$ cat src/rtl/pc_sw_debounce.sv
// Per-bit switch debouncer that feeds the 7:3 parallel counter.
// Each bit is synchronized, then accepted only after DEB_CYCLES stable cycles.
module pc_sw_debounce #(
    parameter int W          = 7,
    parameter int DEB_CYCLES = 1000000
) (
    input  logic         clk,
    input  logic         rst_n,
    input  logic [W-1:0] sw_in,
    output logic [W-1:0] d,
    output logic         d_valid,
    output logic [7:0]   chg_cnt
);

    localparam int CW = (DEB_CYCLES > 1) ? $clog2(DEB_CYCLES) : 1;
    localparam logic [CW-1:0] CNT_MAX = CW'(DEB_CYCLES - 1);

    logic [W-1:0]  sync1_q;
    logic [W-1:0]  sync2_q;
    logic [CW-1:0] cnt_q [W];
    logic [CW-1:0] cnt_d [W];
    logic [W-1:0]  d_q;
    logic [W-1:0]  d_d;
    logic          d_valid_q;
    logic          d_valid_d;
    logic [7:0]    chg_cnt_q;
    logic [7:0]    chg_cnt_d;

    // Per-bit stability counters; a bit is loaded only on its final stable cycle.
    always_comb begin
        d_d = d_q;
        for (int i = 0; i < W; i++) begin
            cnt_d[i] = cnt_q[i];
            if (sync2_q[i] == d_q[i]) begin
                cnt_d[i] = {CW{1'b0}};
            end else if (cnt_q[i] == CNT_MAX) begin
                d_d[i]   = sync2_q[i];
                cnt_d[i] = {CW{1'b0}};
            end else begin
                cnt_d[i] = cnt_q[i] + {{(CW-1){1'b0}}, 1'b1};
            end
        end
        d_valid_d = (d_d != d_q);
        if (d_valid_d) begin
            chg_cnt_d = chg_cnt_q + 8'd1;
        end else begin
            chg_cnt_d = chg_cnt_q;
        end
    end

    // Synchronizer, debounce counters and registered outputs.
    always_ff @(posedge clk or negedge rst_n) begin
        if (!rst_n) begin
            sync1_q   <= {W{1'b0}};
            sync2_q   <= {W{1'b0}};
            d_q       <= {W{1'b0}};
            d_valid_q <= 1'b0;
            chg_cnt_q <= 8'd0;
            for (int i = 0; i < W; i++) begin
                cnt_q[i] <= {CW{1'b0}};
            end
        end else begin
            sync1_q   <= sw_in;
            sync2_q   <= sync1_q;
            d_q       <= d_d;
            d_valid_q <= d_valid_d;
            chg_cnt_q <= chg_cnt_d;
            for (int i = 0; i < W; i++) begin
                cnt_q[i] <= cnt_d[i];
            end
        end
    end

    assign d       = d_q;
    assign d_valid = d_valid_q;
    assign chg_cnt = chg_cnt_q;

endmodule

$ cat config.mk
export PLATFORM = sky130hd
export DESIGN_NAME = pc_sw_debounce
export DESIGN_NICKNAME = d
export VERILOG_FILES = /design/src/rtl/pc_sw_debounce.sv
export SDC_FILE = /design/constraint.sdc
export NUM_CORES = 1
export LEC_CHECK = 0
export ABC_AREA = 1
export CORE_UTILIZATION = 62
export CTS_CLUSTER_DIAMETER = 60
export DETAILED_ROUTE_END_ITERATION = 8
export GPL_TIMING_DRIVEN = 0
export PLACE_DENSITY = 0.8
export REMOVE_ABC_BUFFERS = 1
export SYNTH_ARGS = -nofsm -noshare
export SYNTH_HDL_FRONTEND = slang
export SYNTH_SLANG_ARGS = --single-unit
$ cat constraint.sdc
create_clock -name clk -period 2 [get_ports clk]
set_clock_uncertainty 0.2 [all_clocks]
set_input_delay 0.4 -clock clk [delete_from_list [all_inputs] [get_ports clk]]
set_output_delay 0.4 -clock clk [all_outputs]
set_load 0.03 [all_outputs]
* Word-level counts from Yosys, hierarchy flattened
Cells that the tools add are included.
** Word-level totals
- Input bits :: 9
- Flip-flop bits (word level) :: 170
- Word-level logic and storage cells :: 63
** Cells by class
- Equality and inequality tests :: 15
- Muxes and demuxes :: 28
- Add/subtract/negate cells :: 8
** Operators by type and width (number)
- 20-bit 2-to-1 mux :: 14
- 20-bit by 1-bit adder with 20-bit output (second input constant) :: 7
- 20-bit == test (second input constant) :: 7
- 1-bit 2-to-1 mux :: 14
- 8-bit by 1-bit adder with 8-bit output (second input constant) :: 1
- 1-bit == test :: 7
- 7-bit inequality test :: 1

* Longest topological paths before layout
Gate-level depths: netlist (run 1).
- Word-level depth :: 4
- Depth in mapped cells :: 13
- Gate-level depth less buffers :: 13

* Worst setup path before layout (run 1)
Ideal clock, no wire load.
- Path kind :: register to register
- Start :: reg cnt_q[0] (netlist bit)
- End :: reg cnt_q[12] (netlist bit)
- Path slack :: 264 ps
- Stages on the path, launching flop included :: 11
- Buffers on the path :: 1
- Data required time :: 1681 ps
- Period minus slack after synthesis :: 1736 ps
- Data arrival time :: 1417 ps
- Cell sequence :: dfrtp_1 > ha_1 > nand3_2 > nor2_2 > inv_2 > nor2_1 > nand2_1 > nand2_1 > buf_2 > a21oi_1 > o21a_1
** RTL lines
- start: declaration :: RTL line 20 : logic [CW-1:0] cnt_q [W];
- start signal: indexed assignment :: RTL line 60 : cnt_q[i] <= {CW{1'b0}};
- start signal: indexed assignment :: RTL line 69 : cnt_q[i] <= cnt_d[i];

* Worst setup path in the final report (run 1)
- Start :: reg cnt_q[20] (netlist bit)
- End :: reg chg_cnt_q[1] (netlist: chg_cnt[1])
** On the way
- Cells in the longest elaborated chain, start to end :: 4
** Ends and longest elaborated chain
- 20-bit == test :: RTL line 36 : end else if (cnt_q[i] == CNT_MAX) begin
- 1-bit 2-to-1 mux :: RTL line 36
- 1-bit 2-to-1 mux :: RTL line 34 : if (sync2_q[i] == d_q[i]) begin
- 7-bit inequality test :: RTL line 43 : d_valid_d = (d_d != d_q);
- via d_valid_d :: RTL line 25 : logic d_valid_d;
- end signal: assignment :: RTL line 67 : chg_cnt_q <= chg_cnt_d;
- end: declaration :: RTL line 26 : logic [7:0] chg_cnt_q;
The timed path passes the listed nets, and every way through them passes these cells.
A chain may end at the register's enable or synchronous reset.

==> key figures, run 1 <==
Logic synthesis
  • Count leader, synth: nand2_1
  • Most common library cells after synthesis: nand2_1 (193), nor2_1 (183), dfrtp_1 (170), inv_1 (144), nand3_1 (59)
  • Share of the synthesized area in the top cell type: 0.486
  • Yosys synthesis warning count: 0
  • Instance count of the mapped netlist: 1,066
  • Fraction of synthesis flops using an asynchronous set or reset pin: 1.00
  • Area of the mapped netlist: just under 0.009 mm2
  • Yosys cell types: 40
  • Number of synthesized flops with an enable pin: 0
  • Most used flip-flop cell after synthesis: dfrtp_1
  • Flop and latch count out of synthesis: 170
  • Largest cells by area after synthesis: dfrtp_1 (49%), nand2_1 (8.3%), nor2_1 (7.9%)
  • Library cell occupying the most area in the post-synthesis netlist: dfrtp_1
  • Synthesized area per cell: roughly 8 um2
  • Portion of the post-synthesis area used by sequential elements: 0.486

Global route
  • Initial antenna violation count: 0
  • Combined global-route utilization of all metal layers: 0.255
  • GRT overflow: 0
  • Global-route wire length before repair: 29,400 um
  • Pin count of the biggest net entering global routing: between 100 and 150
  • Number of global-route vias before repair: about 6.6k

STA
  • Min Clock Period, post-route: a little under 2000 ps
  • Worst Tran Pin Value: 589 ps
  • F_max: roughly 500 MHz
  • Final-report setup violation count: 0
  • Pins Over Slew Limit: 0
  • RSZ-0062 raised after global routing: true
  • Final count of hold timing violations: 0
  • Worst slew margin: 0.608
  • Worst Setup Slack, final: about 54 ps
  • Period Utilization, post-route: 0.973

Finish
  • Filler Cells Inserted: between 900 and 1k
  • Non-Filler Instances: about 1.3k
  • Final #Nets: 1,141
  • Number of diodes: 0
  • Fraction of layout cells with a size suffix above 1: 0.151
  • Share of the core filled with cells in the final layout: 0.742
  • Area grow syn2layout: 17.3%

Place
  • Place WS: -250 ps
  • Inst Count DP: 1,264
  • Port buffer count: 24
  • Sum of net half-perimeters after detailed placement: about 12,000 um
  • RD Place Congestion: slightly above 0.9

Hold path
  • Hold Path Class: flop to flop

Worst setup path
  • Arrival time worst endpoint: ~2000 ps
  • Cell chain of the critical path: ha_1, nand2_2, nor2_4, nand3_1, inv_1, nand3_2, nand2_1, nor2_2, nand2_4, buf_4, nand2_1, nand2_1
  • Crit. End Element: flop
  • Cell with the largest stage delay on the worst path: dfrtp_1
  • Startpoint type of the worst setup path: flop
  • Critical path start-end classification: flop to flop
  • Required time of the critical path: ~2100 ps
  • Crit path largest cell delay: 400 ps
  • Largest fanout of any net on the critical path: 8
  • Most frequent cell on the critical path: nand2_1

Power and ir drop
  • P_leak: 0.00475 uW
  • Total power divided by cell area: 734 mW/mm2
  • Highest ir drop seen on vdd: between 700 and 800 uV

Route
  • Routed WL: ~18,000 um
  • DRC violations left: 0
  • Post-DR wirelength/cell: 13.3 um
  • Via-to-Cell Ratio: around 5.3
  • Iteration-0 DRC count of the detailed router: 448
  • Count of TritonRoute iterations in the first routing pass: 6
  • Remaining antenna violation count: 0
  • Via count: around 7k

Floorplan
  • Number of top-level design ports: 25
  • Starting Density: 0.633
  • Chip width: 121 um
  • Vertical die dimension: ~120 um
  • Floorplan row count: 43
  • Die ar.: between 0.01 and 0.015 mm2
  • Core region area: 0.0138 mm2

Clock network
  • Number of H-tree levels: 4
  • Clock tree from TritonCTS: built
  • Buffers from clock root to sink, at most: 2
  • Register clock-pin slew on the reported worst setup and hold paths: ~70 ps
  • Root cell of the clock tree: clkbuf_16
  • TritonCTS sink count: 170
  • CTS Buf Count: 17
  • Insertion delay of the later-clocked pin in the worst-skew pair: between 400 and 500 ps

Outcome
  • Outcome: finished clean

Job
  • Number of max-cap violations: 0
metal layers:
metal	track usage	wire [um]
met2	0.424	8680
met5	0	0
met3	0.0575	741
met4	0.0756	221
met1	0.334	7910
area by class of cell:
class / count / area (um2) / area share
repair inverters: 1 / 7.51 / 0.000732
clock buffers: 18 / 439 / 0.0428
well taps: 180 / 225 / 0.0220
flip-flops and latches: 170 / 4250 / 0.415
inverters: 156 / 589 / 0.0574
multi-input cells: 733 / 4100 / 0.400
clock inverters: 14 / 240 / 0.0234
repair buffers: 45 / 405 / 0.0395
registers in the layout (all words and copies together) (netlist names):
| register | count |
|---|---|
| cnt_q | 140 |
| chg_cnt | 8 |
| d | 7 |
| sync1_q | 7 |
| sync2_q | 7 |
| d_valid | 1 |
path summary, 6_finish.rpt:
check	from	endpoint	slack, ps	cells after the start
min in group asynchronous	rst_n	cnt_q[33]	280	2
setup reg to reg	cnt_q[20]	chg_cnt[1]	50	12
hold / removal	sync1_q[0]	sync2_q[0]	150	0
setup / recovery	cnt_q[20]	chg_cnt[1]	50	12
hold reg to reg	sync1_q[0]	sync2_q[0]	150	0
max in group asynchronous	rst_n	cnt_q[59]	430	3
report_power, final:
part,internal (uW),total (uW),switching [uW]
Combinational,90.2,265,174
Clock,2390,3740,1360
Sequential,3490,3520,37.4
Total,5960,7530,1570
what timing repair did:
item                                   4_1_cts  5_1_grt
resized for setup                           26       47
hold buffers                                 1        0
endpoints found under the hold margin       54        0
pin swaps                                    0       21
cloned                                       0        1
setup endpoints to repair                   56       56
buffers inserted                             0       19
logic make-up after synthesis:
| kind of cell | Yosys count | share of synthesized area |
|---|---|---|
| buffers and inverters | 163 | 0.0711 |
| AOI/OAI and AO/OA | 97 | 0.0648 |
| muxes | 7 | 0.00901 |
| adders and majority gates | 8 | 0.0114 |
| and+or+nand+nor | 575 | 0.311 |
| DFF | 170 | 0.486 |
| xor gates and xnor gates | 46 | 0.0461 |
per-stage QoR:
| step | hold slack [ps] | total power (uW) | area [um2] | setup TNS [ps] |
|---|---|---|---|---|
| after floorplan | -95.6 | 3690 | 8710 | 0 |
| after global placement | 133 | 3800 | 9180 | -1106310 |
| after detailed placement | 135 | 3810 | 9210 | -3500 |
| after CTS | 149 | 7560 | 9910 | 0 |
| after global routing | 154 | 7790 | 10300 | -173 |
| final | 148 | 7530 | 10300 | 0 |
cell usage in the layout (no fill, tap or decap), types with 7 or more instances in the layout:
master / n
inv_2: 12
dlygate4sd2_1: 16
nor2_4: 16
a21oi_1: 44
clkdlybuf4s50_1: 7
nand2_4: 7
nand4_1: 17
xor2_1: 32
nor3_1: 32
dfrtp_1: 170
mux2_2: 7
a31oi_1: 8
nor3b_1: 11
xnor2_1: 14
clkbuf_16: 17
inv_1: 142
o21ai_0: 19
nor3_2: 11
o21a_1: 8
nor2_1: 174
buf_4: 19
nand2_1: 183
nand3_2: 15
nand2_2: 13
nor2_2: 17
nand3_1: 52
worst max-delay path: cells and delay by family, from the launching register on:
| family | cells | cell delay, ps |
|---|---|---|
| adders and majority gates | 1 | 240 |
| and+or+nand+nor | 9 | 790 |
| DFF | 1 | 400 |
| buffers and inverters | 2 | 210 |
Note: power is estimated with default switching activity, not from simulation.
==> run 2, diff against run 1 <==
--- a/config.mk
+++ b/config.mk
@@ -9,7 +9,9 @@
 export CORE_UTILIZATION = 62
 export CTS_CLUSTER_DIAMETER = 60
 export DETAILED_ROUTE_END_ITERATION = 8
+export GPL_ROUTABILITY_DRIVEN = 0
 export GPL_TIMING_DRIVEN = 0
+export HOLD_SLACK_MARGIN = 0.06
 export PLACE_DENSITY = 0.8
 export REMOVE_ABC_BUFFERS = 1
 export SYNTH_ARGS = -nofsm -noshare
==> key figures, run 2 (synthesis gave the netlist of run 1 again) <==
Finish
  • Commonest cells after routing, fill and taps aside: nand2_1 (185), nor2_1 (174), dfrtp_1 (170), inv_1 (141), nand3_1 (54)
  • Top register by number of flip-flops: cnt_q
  • Fraction of layout cells with a size suffix above 1: 0.144 (-0.00741)
  • Commonest non-fill, non-tap cell in the layout: nand2_1
  • Area grow syn2layout: 16.1%
  • Flip-flop count of the largest register after layout: 140 (unchanged)
  • Total non-filler cell area in the finished layout: 0.0102 mm2 (-1.0%)
  • Final #Nets: 1,139 (-0.18%)
  • Share of the core filled with cells in the final layout: 0.735 (-0.00742)
  • Number of diodes: 0 (unchanged)

Global route
  • Pin count of the biggest net entering global routing: 113 (-3.4%)
  • Initial antenna violation count: 0 (unchanged)
  • Combined global-route utilization of all metal layers: 0.254 (-0.00101)
  • GRT overflow: 0 (unchanged)
  • Global-route wire length before repair: 29,500 um (+0.49%)
  • Number of global-route vias before repair: 6,749 (+2.0%)

Route
  • Post-DR wirelength/cell: 13.4 um (+0.64%)
  • Iteration-0 DRC count of the detailed router: 523 (+17%)
  • Via-to-Cell Ratio: 5.37 (+0.68%)
  • Routed length on met1: 8080 um (+2.1%)
  • Count of TritonRoute iterations in the first routing pass: 5 (-1)
  • Routed WL: 17,600 um (+0.33%)
  • Remaining antenna violation count: 0 (unchanged)
  • Amount of wire on met3 after detailed routing: 722 um (-2.6%)
  • DRC violations left: 0 (unchanged)
  • Via count: 7,049 (+0.37%)
  • Highest metal layer with signal wires: met4
  • Wire length on met2: 8580 um (-1.1%)

Worst setup path
  • Arrival time worst endpoint: 2050 ps (about the same)
  • Cell chain of the critical path: ha_2, nand3_4, nor2_4, nand2_1, inv_2, nand3_1, nand2_1, nor2_2, nand2_4, nand3_1, nand2_1, inv_1
  • Crit path largest cell delay: 380 ps (-20 ps)
  • Buffers plus inverters on the worst setup path: 2 (unchanged)
  • Required time of the critical path: 2110 ps (about the same)
  • R2R Setup Slk: 60 ps (about the same)
  • Startpoint type of the worst setup path: flop
  • Startpoint of the worst-slack reg-to-reg timing path: cnt_q[40]
  • Worst path top cell family by delay: simple AND/OR/NAND/NOR gates
  • Most frequent cell on the critical path: nand2_1
  • Largest fanout of any net on the critical path: 8 (unchanged)
  • WP depth: 12 (unchanged)
  • Critical path start-end classification: flop to flop
  • Cell with the largest stage delay on the worst path: dfrtp_1
  • R2r endpoint: chg_cnt[5]
  • Crit. End Element: flop
  • Reg2Reg Depth: 12 (unchanged)

Floorplan
  • Chip width: 121 um (unchanged)
  • Vertical die dimension: 121 um (unchanged)
  • Starting Density: 0.633 (unchanged)
  • Die ar.: 0.0146 mm2 (unchanged)
  • Number of top-level design ports: 25 (unchanged)
  • Floorplan row count: 43 (unchanged)
  • Core region area: 0.0138 mm2 (unchanged)

STA
  • Worst Tran Pin Value: 551 ps (-37.8 ps)
  • Final-report setup violation count: 0 (unchanged)
  • Pins Over Slew Limit: 0 (unchanged)
  • Period Utilization, post-route: 0.969 (-0.00395)
  • Min Clock Period, post-route: 1940 ps (-7.89 ps)
  • RSZ-0062 raised after global routing: true
  • Final count of hold timing violations: 0 (unchanged)
  • Worst slew margin: 0.633 (+0.0252)
  • F_max: 516 MHz (+0.41%)

Power and ir drop
  • Power share of the sequential group: 0.502 (+0.034)
  • P_leak: 0.00471 uW (-0.85%)
  • Switching portion of total power: 0.211 (+0.00253)
  • Sw Pwr: 1480 uW (-5.7%)
  • Clk network pwr share: 0.460 (-0.037)
  • Total internal power: 5540 uW (-7.1%)
  • Total power divided by cell area: 691 mW/mm2 (-5.9%)
  • Logic gate share of total power: 0.038 (+0.003)
  • Highest ir drop seen on vdd: 820 uV (+15%)

Hold path
  • Origin of the worst min-delay path: sync1_q[4]
  • Hold-critical path depth: 0 (unchanged)
  • Hold Path Class: flop to flop
  • End point of the worst hold path: sync2_q[4]

Clock network
  • Register clock-pin slew on the reported worst setup and hold paths: 60 ps (about the same)
  • Buffers from clock root to sink, at most: 2 (unchanged)
  • CTS Buf Count: 17 (unchanged)
  • TritonCTS sink count: 170 (unchanged)
  • Insertion delay of the later-clocked pin in the worst-skew pair: 420 ps (about the same)
  • Root cell of the clock tree: clkbuf_16
  • Clock tree from TritonCTS: built
  • Number of H-tree levels: 4 (unchanged)

Place
  • Sum of net half-perimeters after detailed placement: 11,700 um (+1.2%)
  • Port buffer count: 24 (unchanged)
  • Cell area after placement: 0.00921 mm2 (unchanged)

Job
  • Number of max-cap violations: 0 (unchanged)

Outcome
  • Outcome: finished clean
## run 2: how the worst max path moves through the flow
stage / start / end
global placement: rst_n / cnt_q[139]
global route: cnt_q[20] / chg_cnt[5]
floorplan: cnt_q[0] / cnt_q[15]
finish: cnt_q[40] / chg_cnt[5]
CTS: cnt_q[40] / chg_cnt[5]
detailed placement: cnt_q[0] / cnt_q[13]
## run 2: per-stage QoR
| step | total power, uW | setup WS, ps | setup TNS [ps] | cells | hold slack [ps] |
|---|---|---|---|---|---|
| 5_1_grt | 7260 | -71.3 | -499 | 1313 | 154 |
| 4_1_cts | 7060 | 6.02 | 0 | 1297 | 149 |
| 3_5_place_dp | 3820 | -274 | -4300 | 1264 | 135 |
| 2_1_floorplan | 3690 | 136 | 0 | 1059 | -95.6 |
| 3_3_place_gp | 3800 | -6510 | -1106420 | 1263 | 133 |
| 6_report | 7020 | 61.4 | 0 | 1313 | 147 |
## run 2: per-layer routing
metal	vias to the layer above	track usage
met3	24	0.0618
li1	3518	-
met4	0	0.0756
met1	3376	0.333
met5	-	0
met2	131	0.418
## run 2: final cells by class
| type | count | area (um2) |
|---|---|---|
| sequential | 170 | 4250 |
| multi-input combinational | 733 | 4110 |
| fill | 994 | 3670 |
| inverter | 156 | 589 |
| clock buffer | 24 | 492 |
| timing repair buffer | 43 | 390 |
| tap | 180 | 225 |
| clock inverter | 6 | 88.8 |
| timing repair inverter | 1 | 7.51 |
## run 2: power by group through the flow
| stage | Clock [uW] | Combinational [uW] | Sequential (uW) |
|---|---|---|---|
| 4_1_cts | 3290 | 248 | 3520 |
| 2_1_floorplan | 0 | 112 | 3580 |
| 3_5_place_dp | 0 | 235 | 3580 |
| 6_report | 3230 | 266 | 3520 |
| 3_3_place_gp | 0 | 222 | 3580 |
| 5_1_grt | 3420 | 307 | 3530 |
## run 2: what timing repair did
item,4_1_cts,5_1_grt
endpoints found under the setup margin,62,68
cloned,1,0
hold buffers,1,0
buffers inserted,1,16
hold endpoints to repair,58,0
pin swaps,0,12
resized for setup,27,48
==> run 3, diff against run 2 <==
--- a/config.mk
+++ b/config.mk
@@ -14,6 +14,8 @@
 export HOLD_SLACK_MARGIN = 0.06
 export PLACE_DENSITY = 0.8
 export REMOVE_ABC_BUFFERS = 1
+export SKIP_LAST_GASP = 1
 export SYNTH_ARGS = -nofsm -noshare
 export SYNTH_HDL_FRONTEND = slang
 export SYNTH_SLANG_ARGS = --single-unit
+export TNS_END_PERCENT = 100
==> constraint.sdc (replaced) <==
create_clock -name clk -period 2 [get_ports clk]
set_clock_uncertainty 0.2 [all_clocks]
set_input_delay 0.5 -clock clk [delete_from_list [all_inputs] [get_ports clk]]
set_output_delay 0.5 -clock clk [all_outputs]
set_load 0.03 [all_outputs]
==> key figures, run 3 (synthesis gave the netlist of run 1 again) <==
Outcome
  • Outcome: finished clean

Finish
  • Area grow syn2layout: 15.5%
  • Flip-flop count of the largest register after layout: 140 (unchanged)
  • Number of diodes: 0 (unchanged)
  • Non-Filler Instances: 1,313 (unchanged)
  • Fraction of layout cells with a size suffix above 1: 0.144 (unchanged)
  • Final #Nets: 1,139 (unchanged)
  • Commonest non-fill, non-tap cell in the layout: nand2_1
  • Top register by number of flip-flops: cnt_q
  • Commonest cells after routing, fill and taps aside: nand2_1 (186), nor2_1 (176), dfrtp_1 (170), inv_1 (141), nand3_1 (55)
  • Share of the core filled with cells in the final layout: 0.731 (-0.00398)

Route
  • Count of TritonRoute iterations in the first routing pass: 6 (+1)
  • Via-to-Cell Ratio: 5.37 (about the same)
  • Remaining antenna violation count: 0 (unchanged)
  • Post-DR wirelength/cell: 13.2 um (-1.4%)
  • Via count: 7,055 (+0.085%)
  • DRC violations left: 0 (unchanged)
  • Iteration-0 DRC count of the detailed router: 550 (+5.2%)
  • Routed WL: 17,400 um (-1.4%)

Global route
  • Initial antenna violation count: 0 (unchanged)
  • Pin count of the biggest net entering global routing: 113 (unchanged)
  • GRT overflow: 0 (unchanged)
  • Number of global-route vias before repair: 6,749 (unchanged)
  • Global-route wire length before repair: 29,500 um (about the same)
  • Combined global-route utilization of all metal layers: 0.254 (about the same)

Clock network
  • Number of H-tree levels: 4 (unchanged)
  • Buffers from clock root to sink, at most: 2 (unchanged)
  • Insertion delay of the later-clocked pin in the worst-skew pair: 420 ps (about the same)
  • Root cell of the clock tree: clkbuf_16
  • Register clock-pin slew on the reported worst setup and hold paths: 60 ps (about the same)
  • Clock tree from TritonCTS: built
  • CTS Buf Count: 17 (unchanged)
  • TritonCTS sink count: 170 (unchanged)

Floorplan
  • Die ar.: 0.0146 mm2 (unchanged)
  • Core region area: 0.0138 mm2 (unchanged)
  • Floorplan row count: 43 (unchanged)
  • Starting Density: 0.633 (unchanged)
  • Chip width: 121 um (unchanged)
  • Number of top-level design ports: 25 (unchanged)
  • Vertical die dimension: 121 um (unchanged)

Worst setup path
  • Crit path largest cell delay: 420 ps (+40 ps)
  • Cell chain of the critical path: dlygate4sd2_1
  • Largest fanout of any net on the critical path: 3 (-5)
  • Crit. End Element: output pin
  • Required time of the critical path: 1300 ps (-810 ps)
  • R2R Setup Slk: 60 ps (about the same)
  • Arrival time worst endpoint: 1250 ps (-800 ps)
  • R2r endpoint: chg_cnt[5]
  • Critical path start-end classification: flop to output pin
  • Startpoint of the worst-slack reg-to-reg timing path: cnt_q[20]
  • Reg2Reg Depth: 12 (unchanged)
  • Startpoint type of the worst setup path: flop
  • Buffers plus inverters on the worst setup path: 1 (-1)
  • Worst path top cell family by delay: buffers and inverters
  • Cell with the largest stage delay on the worst path: dlygate4sd2_1

STA
  • Worst hold margin: 147 ps (-0.103 ps)
  • Total negative slack: 0 ps (unchanged)
  • Worst Tran Pin Value: 550 ps (-1.19 ps)
  • Min Clock Period, post-route: 1950 ps (+11.2 ps)
  • Final-report setup violation count: 0 (unchanged)
  • Period Utilization, post-route: 0.975 (+0.00560)
  • F_max: 513 MHz (-0.57%)
  • RSZ-0062 raised after global routing: true
  • Pins Over Slew Limit: 0 (unchanged)
  • Worst slew margin: 0.634 (+0.000796)
  • Final count of hold timing violations: 0 (unchanged)

Job
  • Number of max-cap violations: 0 (unchanged)

Hold path
  • Origin of the worst min-delay path: sync1_q[4]
  • End point of the worst hold path: sync2_q[4]
  • Hold-critical path depth: 0 (unchanged)
  • Hold Path Class: flop to flop

Power and ir drop
  • Highest ir drop seen on vdd: 819 uV (-0.13%)
  • Total power divided by cell area: 693 mW/mm2 (+0.35%)
  • P_leak: 0.00467 uW (-0.80%)

Place
  • Port buffer count: 24 (unchanged)
  • Inst Count DP: 1,264 (unchanged)
  • Sum of net half-perimeters after detailed placement: 11,700 um (unchanged)
run 3: report_power, final:
group,switching (uW),leakage [uW],internal [uW],total [uW]
registers,34.5,0.00233,3490,3520
clock network,1260,0.000278,1960,3220
logic,174,0.00207,90.0,264
run 3: repair_timing:
| item | CTS | global route |
|---|---|---|
| buffers inserted | 1 | 16 |
| cloned | 1 | 0 |
| resized for setup | 30 | 47 |
| hold endpoints to repair | 58 | 0 |
| setup endpoints to repair | 62 | 73 |
| hold buffers | 1 | 0 |
| pin swaps | 0 | 12 |
run 3: how the worst max path moves through the flow:
| stage | startpoint | end | slack (ps) | cells past startpoint |
|---|---|---|---|---|
| after detailed placement | cnt_q[0] | cnt_q[13] | -270 | 10 |
| final | d[2] | d[2] | 50 | 1 |
| after CTS | cnt_q[40] | chg_cnt[5] | 6 | 12 |
| after floorplan | cnt_q[0] | cnt_q[15] | 140 | 10 |
| after global routing | cnt_q[81] | chg_cnt[2] | -70 | 12 |
| after global placement | rst_n | cnt_q[139] | -6610 | 1 |
run 3: area by class of cell:
| type | count | area, um2 |
|---|---|---|
| sequential | 170 | 4250 |
| multi-input combinational | 733 | 4070 |
| fill | 1003 | 3720 |
| inverter | 156 | 589 |
| clock buffer | 24 | 492 |
| timing repair buffer | 43 | 372 |
| tap | 180 | 225 |
| clock inverter | 6 | 88.8 |
| timing repair inverter | 1 | 7.51 |
run 3: metrics by stage:
| step | total power (uW) | setup slack [ps] | area (um2) |
|---|---|---|---|
| after floorplan | 3690 | 136 | 8710 |
| after global placement | 3800 | -6610 | 9180 |
| after detailed placement | 3820 | -274 | 9210 |
| after CTS | 7060 | 6.02 | 9830 |
| after global routing | 7260 | -74.9 | 10100 |
| final | 7000 | 50.2 | 10100 |
run 3: layer usage:
| layer | share of wire | wire length, um | up-vias | GRT usage |
|---|---|---|---|---|
| li1 | - | - | 3522 | - |
| met1 | 0.46 | 7940 | 3368 | 0.333 |
| met2 | 0.49 | 8450 | 141 | 0.418 |
| met3 | 0.042 | 731 | 24 | 0.0613 |
| met4 | 0.014 | 244 | 0 | 0.0756 |
| met5 | 0 | 0 | - | 0 |
